--- src/rtl/seq_mult.sv ---
// Unsigned NxN shift-and-add multiplier, one rca_ iteration per cycle.
// Includes the rca_ ripple-carry adder it drives.
module rca_ #(
  parameter int N = 4
) (
  input  logic [N-1:0] a,
  input  logic [N-1:0] b,
  input  logic         cin,
  output logic [N-1:0] s,
  output logic         c
);
  logic [N:0] cy;

  assign cy[0] = cin;

  for (genvar i = 0; i < N; i++) begin : g_bit
    assign s[i]    = a[i] ^ b[i] ^ cy[i];
    assign cy[i+1] = (a[i] & b[i]) |
                     (cy[i] & (a[i] ^ b[i]));
  end

  assign c = cy[N];
endmodule

module seq_mult #(
  parameter int N = 4
) (
  input  logic           clk,
  input  logic           rst_n,
  input  logic           start,
  input  logic [N-1:0]   a,
  input  logic [N-1:0]   b,
  output logic           busy,
  output logic           done,
  output logic [2*N-1:0] p
);
  localparam int CW = $clog2(N) + 1;
  localparam logic [CW-1:0] LAST = CW'(N - 1);

  typedef enum logic [1:0] {
    IDLE,
    BUSY,
    DONE
  } state_t;

  state_t           state_q, state_d;
  logic [N-1:0]     m_q, m_d;
  logic [N-1:0]     acc_q, acc_d;
  logic [N-1:0]     q_q, q_d;
  logic [CW-1:0]    cnt_q, cnt_d;
  logic [2*N-1:0]   p_q, p_d;

  logic [N-1:0]     add_b;
  logic [N-1:0]     sum;
  logic             cout;

  // Partial product only adds M when the multiplier LSB is set
  assign add_b = q_q[0] ? m_q : '0;

  rca_ #(.N(N)) u_rca (
    .a   (acc_q),
    .b   (add_b),
    .cin (1'b0),
    .s   (sum),
    .c   (cout)
  );

  always_comb begin
    state_d = state_q;
    m_d     = m_q;
    acc_d   = acc_q;
    q_d     = q_q;
    cnt_d   = cnt_q;
    p_d     = p_q;
    unique case (state_q)
      IDLE: begin
        if (start) begin
          m_d     = a;
          q_d     = b;
          acc_d   = '0;
          cnt_d   = '0;
          state_d = BUSY;
        end
      end
      BUSY: begin
        {acc_d, q_d} = {cout, sum, q_q[N-1:1]};
        cnt_d        = cnt_q + 1'b1;
        if (cnt_q == LAST) begin
          p_d     = {acc_d, q_d};
          state_d = DONE;
        end
      end
      DONE: state_d = IDLE;
      default: state_d = IDLE;
    endcase
  end

  always_ff @(posedge clk or negedge rst_n) begin
    if (!rst_n) begin
      state_q <= IDLE;
      m_q     <= '0;
      acc_q   <= '0;
      q_q     <= '0;
      cnt_q   <= '0;
      p_q     <= '0;
    end else begin
      state_q <= state_d;
      m_q     <= m_d;
      acc_q   <= acc_d;
      q_q     <= q_d;
      cnt_q   <= cnt_d;
      p_q     <= p_d;
    end
  end

  assign busy = (state_q == BUSY);
  assign done = (state_q == DONE);
  assign p    = p_q;
endmodule

--- config.mk ---
export PLATFORM = sky130hd
export DESIGN_NAME = seq_mult
export DESIGN_NICKNAME = d
export VERILOG_FILES = /design/src/rtl/seq_mult.sv
export SDC_FILE = /design/constraint.sdc
export NUM_CORES = 1
export LEC_CHECK = 0
export CORE_ASPECT_RATIO = 1.75
export CORE_MARGIN = 2
export CORE_UTILIZATION = 45
export DETAILED_ROUTE_END_ITERATION = 10
export PLACE_DENSITY = 0.69
export SLEW_MARGIN = 20
export SYNTH_ARGS = -nofsm -noshare
export SYNTH_HDL_FRONTEND = slang
export SYNTH_SLANG_ARGS = --single-unit
--- constraint.sdc ---
create_clock -name clk -period 2.75 [get_ports clk]
set_input_delay 0.55 -clock clk [delete_from_list [all_inputs] [get_ports clk]]
set_output_delay 0.55 -clock clk [all_outputs]
set_load 0.1 [all_outputs]
==> Flow_metrics.wiki <==
{| class="wikitable"
! Metric !! Value
|-
| RSZ-0062 raised after global routing || false
|-
| Min-delay worst type || reg2reg
|-
| Antenna cells || 0
|-
| Via count of the first global-routing pass || 776
|-
| Setup TNS || 0 ns
|-
| Library cells used by synthesis || 21
|-
| Top cell type by total area after synthesis || sky130_fd_sc_hd__dfrtp_1
|-
| Htree depth || 1
|-
| Type of destination of the critical path || flop
|-
| Die Span X || 41.84 um
|-
| Die Outline Area || 2937 um^2
|-
| Average routed wire per standard cell || 13.57 um
|-
| Sequential area share after synthesis || 55.49%
|-
| Overflow left after global routing || 0
|-
| Highest fanout seen on the critical path || 5
|-
| Hold buffer count at cts || 0
|-
| Maximum number of pins on one net before global-route repair || 26
|-
| Req. time, crit path || 2.88 ns
|-
| Storage cell area || 625.6 um^2
|-
| Root buffer cell || sky130_fd_sc_hd__clkbuf_8
|-
| Global-route wire length before repair || 3463 um
|-
| Number of nets in the synthesized netlist || 115
|-
| Cell depth of the worst min-delay path || 2
|-
| Per-instance average area after synthesis || 11.50 um^2
|-
| Commonest non-fill, non-tap cell in the layout || sky130_fd_sc_hd__dfrtp_1
|-
| Slew of the pin with the lowest slew margin || 0.3983 ns
|-
| Number of buffers on the longest clock path || 2
|-
| Nets@finish || 138
|-
| Worst-case clock skew || 0.01081 ns
|-
| Cell depth of the worst flop-to-flop path || 7
|-
| Post-route fraction of the period consumed by the critical path || 79.43%
|-
| Vias after detailed routing || 761
|-
| Worst-path clk slew || 0.08 ns
|-
| Standard-cell rows || 24
|-
| Signal arrival time at the worst endpoint || 2.32 ns
|-
| Placeable core region || 2432 um^2
|-
| Max-capacitance violation count || 0
|-
| CTS-repair resized insts || 0
|-
| Die extent in y || 70.21 um
|-
| Port-buffer cells || 20
|-
| Top achievable clock speed || 457.8 MHz
|-
| GRT Resource Usage Total || 15.65%
|-
| Post-synthesis cell area || 1127 um^2
|-
| Routability congestion estimate || 0.7851
|-
| Instance count of the mapped netlist || 98
|-
| Number of endpoints with negative hold slack in the final report || 0
|-
| Buffers inserted by post-CTS timing repair || 0
|-
| Kind of critical path || reg2reg
|-
| Most frequent cells in the layout || sky130_fd_sc_hd__dfrtp_1 (25), sky130_fd_sc_hd__nand2_1 (13), sky130_fd_sc_hd__buf_4 (11)
|-
| Crit start category || flop
|-
| Detailed Route WL || 1981 um
|-
| Area share of the leading cell type in the synthesized netlist || 55.49%
|-
| First-iteration detailed-routing DRC count || 8
|-
| FILL cells || 220
|-
| Fraction of layout cells with a size suffix above 1 || 21.67%
|-
| Flop and latch count out of synthesis || 25
|-
| Outcome || complete, no violations
|-
| Final Max Tran Viols || 0
|-
| I/O pins || 21
|-
| Number of buffers created by CTS || 3
|-
| Clock period minus worst slack || 2.184 ns
|-
| Final setup viols || 0
|-
| DRT Pass-1 Iters || 4
|-
| Clk Latency, worst-skew pair || 0.27 ns
|-
| Clock tree sinks || 25
|-
| Antenna violations before repair || 0
|-
| CTS tree || built
|-
| Detailed-placement wirelength estimate || 1500 um
|-
| Largest cells by area after synthesis || sky130_fd_sc_hd__dfrtp_1 (55%), sky130_fd_sc_hd__mux2_2 (8.0%), sky130_fd_sc_hd__fa_1 (5.3%), sky130_fd_sc_hd__o21ai_0 (4.4%), sky130_fd_sc_hd__nand2_1 (4.3%)
|-
| Post-DRT Antenna Nets || 0
|-
| Max-slew headroom at the worst pin || 73.45%
|-
| Area taken by multi-input logic gates || 442.9 um^2
|-
| Count of unresolved DRC violations after routing || 0
|-
| Number of warnings printed during yosys synthesis || 0
|-
| Via-per-instance ratio || 5.212
|-
| Initial Utilization || 46.35%
|-
| Area growth, synth to finish || 21.53%
|}
## stage by stage
step                utilization (%)  hold WS, ns  area (um^2)  setup WS, ns  std cells
floorplan                         -       0.2544         1127        0.4488         98
finish                        56.33       0.4859         1370        0.5657        146
global route                  56.33       0.5297         1370        0.4186        146
CTS                           56.33       0.4907         1370        0.5513        146
global placement              54.32       0.4618         1321        0.6057        142
detailed placement            54.32       0.4713         1321        0.5565        142
## area by class of cell
| type | count | area share [%] |
|---|---|---|
| inverter | 10 | 2.740 |
| clock buffer | 3 | 3.014 |
| timing repair buffer | 21 | 13.33 |
| sequential | 25 | 45.66 |
| tap | 26 | 2.374 |
| multi-input combinational | 60 | 32.33 |
| clock inverter | 1 | 0.5479 |
## registers in the layout (all words and copies together) (netlist names)
register	count
p	8
cnt_q	3
q_q	4
state_q	2
m_q	4
acc_q	4
## worst paths after layout
path / endpoint / start / slack, ns
setup reg to reg: acc_q[2]$_DFFE_PN0P_ / q_q[0]$_DFFE_PN0P_ / 0.57
hold / removal: p[4]$_DFFE_PN0P_ / p[4]$_DFFE_PN0P_ / 0.49
max in group asynchronous: p[5]$_DFFE_PN0P_ / rst_n / 1.87
setup / recovery: acc_q[2]$_DFFE_PN0P_ / q_q[0]$_DFFE_PN0P_ / 0.57
min in group asynchronous: m_q[1]$_DFFE_PN0P_ / rst_n / 0.63
hold reg to reg: p[4]$_DFFE_PN0P_ / p[4]$_DFFE_PN0P_ / 0.49
## critical path: stages, from the launching register on
cell and delay (ns):
sky130_fd_sc_hd__dfrtp_1 0.40, sky130_fd_sc_hd__and2_1 0.14, sky130_fd_sc_hd__ha_1 0.13, sky130_fd_sc_hd__inv_1 0.04
sky130_fd_sc_hd__fa_1 0.37, sky130_fd_sc_hd__fa_1 0.39, sky130_fd_sc_hd__fa_1 0.50, sky130_fd_sc_hd__o21ai_0 0.09
## logic make-up (layout without fill, tap and decap cells)
family / after synthesis / count (layout) / share of synthesized area, %
AND/OR/NAND/NOR: 22 / 22 / 10.43
buffers and inverters: 13 / 35 / 5.217
multiplexers: 8 / 8 / 7.991
flip-flops: 25 / 25 / 55.49
adder cells (fa/ha/maj): 6 / 6 / 8.658
AO/OA/AOI/OAI: 24 / 24 / 12.21
## routing by layer
metal  global-route usage [%]  wire [um]  vias to the layer above
li1                         -          -                      373
met1                    18.10        807                      371
met2                    27.26       1075                       12
met3                    1.809         51                        5
met4                    8.602         47                        0
met5                        0          0                        -
## synth_stat cells
library cell and number:
sky130_fd_sc_hd__mux2_2 8, sky130_fd_sc_hd__nand2b_1 2, sky130_fd_sc_hd__buf_2 2, sky130_fd_sc_hd__nor2_1 2, sky130_fd_sc_hd__ha_1 3, sky130_fd_sc_hd__a21oi_1 5, sky130_fd_sc_hd__o21ai_0 10, sky130_fd_sc_hd__nor2_2 1
sky130_fd_sc_hd__buf_6 1, sky130_fd_sc_hd__and2_1 1, sky130_fd_sc_hd__a22o_1 1, sky130_fd_sc_hd__nand2_1 13, sky130_fd_sc_hd__or4b_1 1, sky130_fd_sc_hd__dfrtp_1 25, sky130_fd_sc_hd__o21ai_1 1, sky130_fd_sc_hd__nand3b_4 1
sky130_fd_sc_hd__inv_1 10, sky130_fd_sc_hd__nor2b_1 1, sky130_fd_sc_hd__o21bai_2 1, sky130_fd_sc_hd__fa_1 3, sky130_fd_sc_hd__o22ai_1 6
Power is not shown: default switching activity piles up to over one toggle a cycle in this logic, so the estimate is an artifact.
